===== config.mk =====
export PLATFORM = sky130hd
export DESIGN_NAME = hazard_stall_ctrl
export DESIGN_NICKNAME = d
export VERILOG_FILES = /design/src/rtl/hazard_stall_ctrl.sv
export SDC_FILE = /design/constraint.sdc
export NUM_CORES = 1
export LEC_CHECK = 0
export ABC_CLOCK_PERIOD_IN_PS = 6400
export CAP_MARGIN = 20
export CORE_ASPECT_RATIO = 1.4
export CORE_MARGIN = 8
export CORE_UTILIZATION = 30
export CTS_CLUSTER_SIZE = 28
export DETAILED_ROUTE_END_ITERATION = 7
export GPL_ROUTABILITY_DRIVEN = 1
export PLACE_DENSITY_LB_ADDON = 0.08
export SYNTH_ARGS = -nofsm -noshare
export SYNTH_HDL_FRONTEND = slang
export SYNTH_SLANG_ARGS = --single-unit

===== constraint.sdc =====
create_clock -name clk_i -period 6.4 [get_ports clk_i]
set_clock_uncertainty 0.15 [all_clocks]
set_input_delay 0.64 -clock clk_i [delete_from_list [all_inputs] [get_ports clk_i]]
set_output_delay 0.64 -clock clk_i [all_outputs]
set_load 0.02 [all_outputs]

===== src/rtl/hazard_stall_ctrl.sv =====
// Purpose: pipeline hazard control; stall/flush/bubble generation for load-use, taken branch and data-memory waits.
// Latency: control outputs are combinational from inputs and FSM state; counters and the error flag update on the next edge.
// Backpressure: an outstanding memory access without ack freezes the entire pipeline; timeout locks the freeze until reset.
module hazard_stall_ctrl #(
  parameter int TIMEOUT = 64,
  parameter int CNT_W   = 16
) (
  input  logic             clk_i,
  input  logic             rst_i,
  input  logic [4:0]       id_rs1_i,
  input  logic [4:0]       id_rs2_i,
  input  logic             id_uses_rs2_i,
  input  logic             ex_memread_i,
  input  logic [4:0]       ex_rd_i,
  input  logic             branch_taken_i,
  input  logic             mem_req_i,
  input  logic             mem_ack_i,
  output logic             pc_write_o,
  output logic             if_id_stall_o,
  output logic             if_id_flush_o,
  output logic             id_ex_stall_o,
  output logic             id_ex_flush_o,
  output logic             ex_mem_stall_o,
  output logic             mem_wb_bubble_o,
  output logic [CNT_W-1:0] stall_cnt_o,
  output logic             timeout_o
);

  localparam int WC_W = $clog2(TIMEOUT);
  localparam logic [WC_W-1:0] WC_LAST = WC_W'(TIMEOUT - 1);

  typedef enum logic [1:0] {ST_RUN, ST_WAIT, ST_ERR} state_e;

  state_e           state_q, state_d;
  logic [WC_W-1:0]  wait_cnt_q, wait_cnt_d;
  logic [CNT_W-1:0] stall_cnt_q, stall_cnt_d;
  logic             timeout_q, timeout_d;

  logic freeze;
  logic load_use;

  // Hazard detection: memory freeze dominates the register-dependency check.
  always_comb begin
    freeze = ((state_q == ST_RUN)  && mem_req_i && !mem_ack_i) ||
             ((state_q == ST_WAIT) && !mem_ack_i) ||
             (state_q == ST_ERR);
    load_use = ex_memread_i && (ex_rd_i != 5'd0) &&
               ((ex_rd_i == id_rs1_i) || (id_uses_rs2_i && (ex_rd_i == id_rs2_i)));
  end

  // Pipeline controls in priority order: reset, freeze, load-use, branch, normal.
  always_comb begin
    pc_write_o      = 1'b1;
    if_id_stall_o   = 1'b0;
    if_id_flush_o   = 1'b0;
    id_ex_stall_o   = 1'b0;
    id_ex_flush_o   = 1'b0;
    ex_mem_stall_o  = 1'b0;
    mem_wb_bubble_o = 1'b0;
    if (rst_i) begin
      pc_write_o    = 1'b0;
      if_id_flush_o = 1'b1;
      id_ex_flush_o = 1'b1;
    end else if (freeze) begin
      pc_write_o      = 1'b0;
      if_id_stall_o   = 1'b1;
      id_ex_stall_o   = 1'b1;
      ex_mem_stall_o  = 1'b1;
      mem_wb_bubble_o = 1'b1;
    end else if (load_use) begin
      // A taken branch here is dropped; ID re-resolves it next cycle with forwarded data.
      pc_write_o    = 1'b0;
      if_id_stall_o = 1'b1;
      id_ex_flush_o = 1'b1;
    end else if (branch_taken_i) begin
      if_id_flush_o = 1'b1;
    end
  end

  // Memory-wait FSM next state, wait counter, sticky timeout and saturating stall counter.
  always_comb begin
    state_d     = state_q;
    wait_cnt_d  = wait_cnt_q;
    timeout_d   = timeout_q;
    stall_cnt_d = stall_cnt_q;
    unique case (state_q)
      ST_RUN: begin
        if (mem_req_i && !mem_ack_i) begin
          state_d    = ST_WAIT;
          wait_cnt_d = '0;
        end
      end
      ST_WAIT: begin
        // An ack always wins, even if a new request is raised the same cycle.
        if (mem_ack_i) begin
          state_d = ST_RUN;
        end else if (wait_cnt_q == WC_LAST) begin
          state_d   = ST_ERR;
          timeout_d = 1'b1;
        end else begin
          wait_cnt_d = wait_cnt_q + WC_W'(1);
        end
      end
      ST_ERR: state_d = ST_ERR;
      default: state_d = ST_RUN;
    endcase
    if (!pc_write_o && (stall_cnt_q != {CNT_W{1'b1}})) begin
      stall_cnt_d = stall_cnt_q + CNT_W'(1);
    end
  end

  // State registers; reset aborts any pending access.
  always_ff @(posedge clk_i) begin
    if (rst_i) begin
      state_q     <= ST_RUN;
      wait_cnt_q  <= '0;
      stall_cnt_q <= '0;
      timeout_q   <= 1'b0;
    end else begin
      state_q     <= state_d;
      wait_cnt_q  <= wait_cnt_d;
      stall_cnt_q <= stall_cnt_d;
      timeout_q   <= timeout_d;
    end
  end

  assign stall_cnt_o = stall_cnt_q;
  assign timeout_o   = timeout_q;

endmodule


==> impl_metrics.tcl, run 1 <==
set metrics [dict create \
    run_status "finished, final reports clean" \
    drt-initial-drc-count 58 \
    globalRouteTotalUtil 0.114 \
    final-instance-count-excl-fill 282 \
    floorplan.initialDensity 0.303 \
    power.density_cell_area_nw_per_um2 161 \
    cp_data_required_time_ns 5.61 \
    drive_above_1_share 0.0642 \
    critical_path_peak_fanout 8 \
    core_sq_um 4730 \
    drtPass1Iterations 4 \
    syn_nets 199 \
    rrSetupSlack_ns 3.90 \
    grt_first_pass_wirelength_mm 6.89 \
    post_synth_instance_area_sq_um 1430 \
    fill_cells 497 \
    ys_warn_count 0 \
    finalSetupViolCount 0 \
    worst-setup-path-type "input pin to output pin" \
    placement.io_buffers 45 \
    worstHoldPathCells 2 \
    startpoint_type "input pin" \
    critical_path.endpoint_type "output pin" \
    clock_path_buffers 2 \
    tritoncts "yes" \
    ys.flop_type "dfxtp_1" \
    netlist_instances 175 \
    irDropWorstVdd_mv 0.0668 \
    max_cap_viol_count 0 \
    worstHoldStart "stall_cnt_o[9]" \
    antenna-diode-count 0 \
    maximum_level_of_the_cts_h_tree 1 \
    dieArea_sq_um 7270 \
    post_cts_resized 0 \
    post_place_worst_slack_ns 2.46 \
    drcViolationCount 0 \
    die_w_um 74.4 \
    final_period_minus_worst_setup_slack_ns 3.91 \
    antenna_violating_nets_left 0 \
    min_delay_worst_endpoint "stall_cnt_o[9]" \
    yosys.cell_count.top_type "dfxtp_1" \
    gp_congestion 0.818 \
    placedCellCount 278 \
    timing_worst_slew_pin_value_ns 0.972 \
    areaGrowthSynthToFinish_pct 37.8 \
    timing.critical_path.cells "clkdlybuf4s50_1, or4_1, o21a_1, a21oi_1, a21o_1, clkdlybuf4s50_1" \
    r2r-end "stall_cnt_o[10]" \
    timing.final.max_slew_violations 0 \
    ys_seq_elements 25 \
    post_synth_most_frequent_cells "dfxtp_1 (25), nor2_1 (20), nand2_1 (14)" \
    critical_path_arrival_ns 3.12 \
    io_pins 46 \
    number_of_buffers_created_by_cts 3 \
    vias_in_the_first_global_route 1488 \
    fin_tns_setup_ns 0 \
    synth_top_cell_area_share 0.349 \
    postCtsSetupRepairBufs 0 \
    startpoint_of_the_lowest_slack_register_to_register_path "stall_cnt_o[1]" \
    netlist.top_cell.by_area "dfxtp_1" \
    dr_total_vias 1469 \
    p_leak_nw 0.603 \
    timing.max_slew.rel_slack 0.350 \
    congestion_overflow_gr 0 \
    fin_crit_sh 0.610 \
    floorplan.rows 30 \
    fmax_mhz 256 \
    worst_skew_pair.late_latency_ns 0.27 \
    vias_per_cell 5.21 \
    clock_sinks 25 \
    crit_path_max_cell_delay_ns 0.60 \
    routed_wl_mm 4.06 \
    dp_hpwl_mm 3.23 \
    final_net_count 243 \
    ys_seq_area_frac 0.349 \
    maximum_number_of_pins_on_one_net_before_global_route_repair 29 \
    synth-async-reset-ratio 0 \
    wire_per_inst_um 14.4 \
    synth.distinct_cells 43 \
    post_cts_hold_fix_bufs 0 \
    die_h_um 97.8 \
    fin_worst_setup_slack_ns 2.49 \
    report.final.hold_viol_count 0 \
    syn_area_per_cell_sq_um 8.19 \
    min_path_type "flip-flop to flip-flop" \
    critical_path.slowest_cell "clkdlybuf4s50_1" \
    cts.reportedPaths.clkPinSlew_ns 0.10 \
    rr_worst_depth 7 \
    synth_area_leaders "dfxtp_1 (35%), xnor2_1 (6.7%), nor2_1 (5.2%)" \
    number_of_antenna_violations_at_the_first_check_in_global_routing 0 \
    ctsRootBufferMaster "clkbuf_8" \
    count_of_flip_flops_with_a_built_in_enable_after_synthesis 0 \
    rsz0062_at_grt "no" \
    cp_common_cell "clkdlybuf4s50_1" \
]
-- per-stage QoR --
step / hold WS (ns) / total power [mW] / utilization / instance area (sq um)
6_report: 0.364 / 0.318 / 0.417 / 1970
3_5_place_dp: 0.350 / 0.224 / 0.407 / 1930
5_1_grt: 0.392 / 0.333 / 0.417 / 1970
4_1_cts: 0.368 / 0.322 / 0.417 / 1970
3_3_place_gp: 0.330 / 0.223 / 0.407 / 1930
2_1_floorplan: 0.320 / 0.197 / - / 1430
-- power breakdown --
part / leakage [nW] / total [mW] / internal [mW] / switching (mW)
sequential: 0.202 / 0.161 / 0.157 / 0.00309
combinational: 0.380 / 0.0590 / 0.0298 / 0.0292
clock: 0.0217 / 0.0985 / 0.0442 / 0.0543
total: 0.603 / 0.318 / 0.232 / 0.0866
-- how the worst max path moves through the flow --
| stage | start | endpoint | slack [ns] | depth (start not counted) |
|---|---|---|---|---|
| global route | ex_rd_i[1] | if_id_flush_o | 2.32 | 6 |
| finish | ex_rd_i[1] | if_id_flush_o | 2.49 | 6 |
| global placement | ex_rd_i[1] | if_id_flush_o | 2.51 | 6 |
| floorplan | ex_rd_i[1] | pc_write_o | 3.63 | 4 |
| CTS | ex_rd_i[1] | if_id_flush_o | 2.45 | 6 |
| detailed placement | ex_rd_i[1] | if_id_flush_o | 2.46 | 6 |
-- cell usage in the layout (no fill, tap or decap), types with 4 or more instances in the layout --
master and count:
or4_1 4, xnor2_1 11, xor2_1 4, inv_1 5
o31ai_1 5, nand2_1 14, a21oi_1 12, clkdlybuf4s50_1 45
o21ai_0 7, dfxtp_1 25, nor2_1 20, or3_1 4
nand3_1 10, nand4_1 6, a21o_1 4, nor3_1 5
-- layer usage --
layer  up-vias  part of all wire  global-route usage
met3         8             0.070              0.0287
met5         -                 0                   0
met2        46              0.49               0.198
li1        729                 -                   -
met1       686              0.42               0.127
met4         0             0.021              0.0439
-- critical path: cells and delay by family --
family | cells | cell delay [ns]
AOI/OAI and AO/OA | 3 | 0.82
and+or+nand+nor | 1 | 0.58
buffers and inverters | 2 | 1.07
-- layout make-up --
class,count,area [sq um],area share
timing repair buffer,45,450,0.228
tap,64,80.1,0.0406
clock inverter,1,7.51,0.00380
inverter,5,18.8,0.00951
multi-input combinational,139,876,0.444
clock buffer,3,41.3,0.0209
sequential,25,500,0.253
-- state kept, by name, indices dropped and copies added (netlist names) --
register	cells
state_q	2
timeout_o	1
wait_cnt_q	6
stall_cnt_o	16
-- kinds of logic (layout without fill, tap and decap cells) --
logic type / Yosys count / in the layout / synth area share
simple gates: 75 / 75 / 0.268
compound gates: 44 / 44 / 0.212
flops: 25 / 25 / 0.349
xor+xnor: 15 / 15 / 0.0917
buf+inv: 11 / 54 / 0.0393
mux: 3 / 3 / 0.0218
fa+ha+maj: 2 / 2 / 0.0175
Note: power is estimated with default switching activity, not from simulation.
==> run 2: changes to the inputs <==
--- a/config.mk
+++ b/config.mk
@@ -5,7 +5,7 @@
 export SDC_FILE = /design/constraint.sdc
 export NUM_CORES = 1
 export LEC_CHECK = 0
-export ABC_CLOCK_PERIOD_IN_PS = 6400
+export ABC_CLOCK_PERIOD_IN_PS = 3700
 export CAP_MARGIN = 20
 export CORE_ASPECT_RATIO = 1.4
 export CORE_MARGIN = 8
==> constraint.sdc (replaced) <==
create_clock -name clk_i -period 3.7 [get_ports clk_i]
set_clock_uncertainty 0.15 [all_clocks]
set_input_delay 0.37 -clock clk_i [delete_from_list [all_inputs] [get_ports clk_i]]
set_output_delay 0.37 -clock clk_i [all_outputs]
set_load 0.02 [all_outputs]
==> run 2 against run 1 <==
  * Global-route usage increased by 0.41 points
  * Die area unchanged
  * Sequential share of layout area decreased by 0.096 points
  * First-iteration DRC count decreased by 12%
  * Sequential power increased by 73%
  * Clock-buffer cell count unchanged
  * Routed wire length increased by 2.2%
  * Combinational power increased by 76%
  * Non-clock buffer count increased by 1
  * Sequential cell count unchanged
==> impl_metrics.tcl, run 2 (synthesis gave the netlist of run 1 again) <==
set metrics [dict create \
    critical_path_arrival_ns 2.85 \
    ctsRootBufferMaster "clkbuf_8" \
    fin_tns_setup_ns 0 \
    gr_met2_demand_resource 0.203 \
    drcViolationCount 0 \
    critical_path.slowest_cell "clkdlybuf4s50_1" \
    min_path_type "flip-flop to flip-flop" \
    fin_worst_setup_slack_ns 0.332 \
    final_period_minus_worst_setup_slack_ns 3.37 \
    cts.reportedPaths.clkPinSlew_ns 0.10 \
    die_h_um 97.8 \
    maximum_number_of_pins_on_one_net_before_global_route_repair 18 \
    placement.io_buffers 45 \
    die_w_um 74.4 \
    post_cts_resized 0 \
    dr_total_vias 1471 \
    fin_crit_sh 0.910 \
    startpoint_of_the_lowest_slack_register_to_register_path "stall_cnt_o[1]" \
    critical_path_peak_fanout 8 \
    worst-setup-path-type "input pin to output pin" \
    final_net_count 244 \
    congestion_overflow_gr 0 \
    wire_per_inst_um 14.7 \
    floorplan.initialDensity 0.303 \
    gr-max-usage-layer "met2" \
    flip_flop_count_of_the_largest_register_after_layout 16 \
    drive_above_1_share 0.0685 \
    routed_wl_mm 4.15 \
    timing.max_slew.rel_slack 0.603 \
    floorplan.rows 30 \
    maximum_level_of_the_cts_h_tree 1 \
    clock_sinks 25 \
    worst_skew_pair.late_latency_ns 0.28 \
    io_pins 46 \
    layout_commonest_cell "clkdlybuf4s50_1" \
    fmax_mhz 297 \
    startpoint_type "input pin" \
    cp_data_required_time_ns 3.18 \
    grt_first_pass_wirelength_mm 7.04 \
    timing.final.max_slew_violations 0 \
    crit_path_max_cell_delay_ns 0.60 \
    p_leak_nw 0.608 \
    postCtsSetupRepairBufs 0 \
    irDropWorstVdd_mv 0.169 \
    timing.critical_path.cells "clkdlybuf4s50_1, or4_1, o21a_1, a21oi_1, a21o_1, clkdlybuf4s50_1" \
    clock_path_buffers 2 \
    max_cap_viol_count 0 \
    finalSetupViolCount 0 \
    number_of_buffers_created_by_cts 3 \
    most-common-layout-cells "clkdlybuf4s50_1 (45), dfxtp_1 (25), nor2_1 (20)" \
    rsz0062_at_grt "no" \
    vias_in_the_first_global_route 1511 \
    core_sq_um 4730 \
    report.final.hold_viol_count 0 \
    run_status "finished, final reports clean" \
    dieArea_sq_um 7270 \
    grtUsageMet1 0.126 \
    post_place_worst_slack_ns 0.322 \
    dp_hpwl_mm 3.26 \
    antenna_violating_nets_left 0 \
    timing_worst_slew_pin_value_ns 0.596 \
    vias_per_cell 5.20 \
    globalRouteTotalUtil 0.119 \
    drtPass1Iterations 4 \
    drt-initial-drc-count 51 \
    antenna-diode-count 0 \
    worstSetupStartpoint "ex_rd_i[1]" \
    met3_resource_use_gr 0.0349 \
    critical_path.endpoint_type "output pin" \
    fin_worst_hold_slack_ns 0.363 \
    areaGrowthSynthToFinish_pct 38.3 \
    power.density_cell_area_nw_per_um2 278 \
    fill_cells 517 \
    gp_congestion 0.821 \
    post_cts_hold_fix_bufs 0 \
    number_of_antenna_violations_at_the_first_check_in_global_routing 0 \
    fin_total_pwr_mw 0.551 \
    tritoncts "yes" \
    worstHoldStart "stall_cnt_o[9]" \
    cp_common_cell "clkdlybuf4s50_1" \
]
==> run 2: cell count changes in the layout (fill, tap and decap cells not counted) <==
cell | previous run | this run
buf_4 | 0 | 1
==> run 2: final cells by class <==
class                   instances  area, sq um  area share
clock buffers                   3         41.3      0.0208
clock inverters                 1         7.51     0.00379
inverters                       5         18.8     0.00947
multi-input cells             139          876       0.442
flip-flops and latches         25          500       0.253
well taps                      64         80.1      0.0404
repair buffers                 46          458       0.231
==> run 2: metrics by stage <==
step	utilization	std cells	instance area (sq um)
5_1_grt	0.419	283	1980
3_5_place_dp	0.409	279	1930
2_1_floorplan	-	175	1430
3_3_place_gp	0.409	279	1930
4_1_cts	0.419	283	1980
6_report	0.419	283	1980
==> run 2: final timing paths <==
check | slack, ns | depth (start not counted) | to
setup / recovery | 0.33 | 6 | if_id_flush_o
hold / removal | 0.36 | 2 | stall_cnt_o[9]
setup reg to reg | 1.27 | 7 | stall_cnt_o[10]
hold reg to reg | 0.36 | 2 | stall_cnt_o[9]
==> run 2: where the power goes <==
group | internal, mW | switching (mW) | leakage (nW)
logic | 0.0522 | 0.0516 | 0.385
registers | 0.272 | 0.00533 | 0.202
clock network | 0.0764 | 0.0928 | 0.0217
total | 0.401 | 0.150 | 0.608
==> run 2: worst max-delay path: cells and delay by family <==
family / cells / cell delay (ns)
AO/OA/AOI/OAI: 3 / 0.83
buffers and inverters: 2 / 1.08
AND/OR/NAND/NOR: 1 / 0.57
==> run 2: layer usage <==
metal,wire [um],share of wire,up-vias
met2,2080,0.50,41
met4,92,0.022,0
met1,1670,0.40,689
li1,-,-,733
met3,305,0.073,8
met5,0,0,-
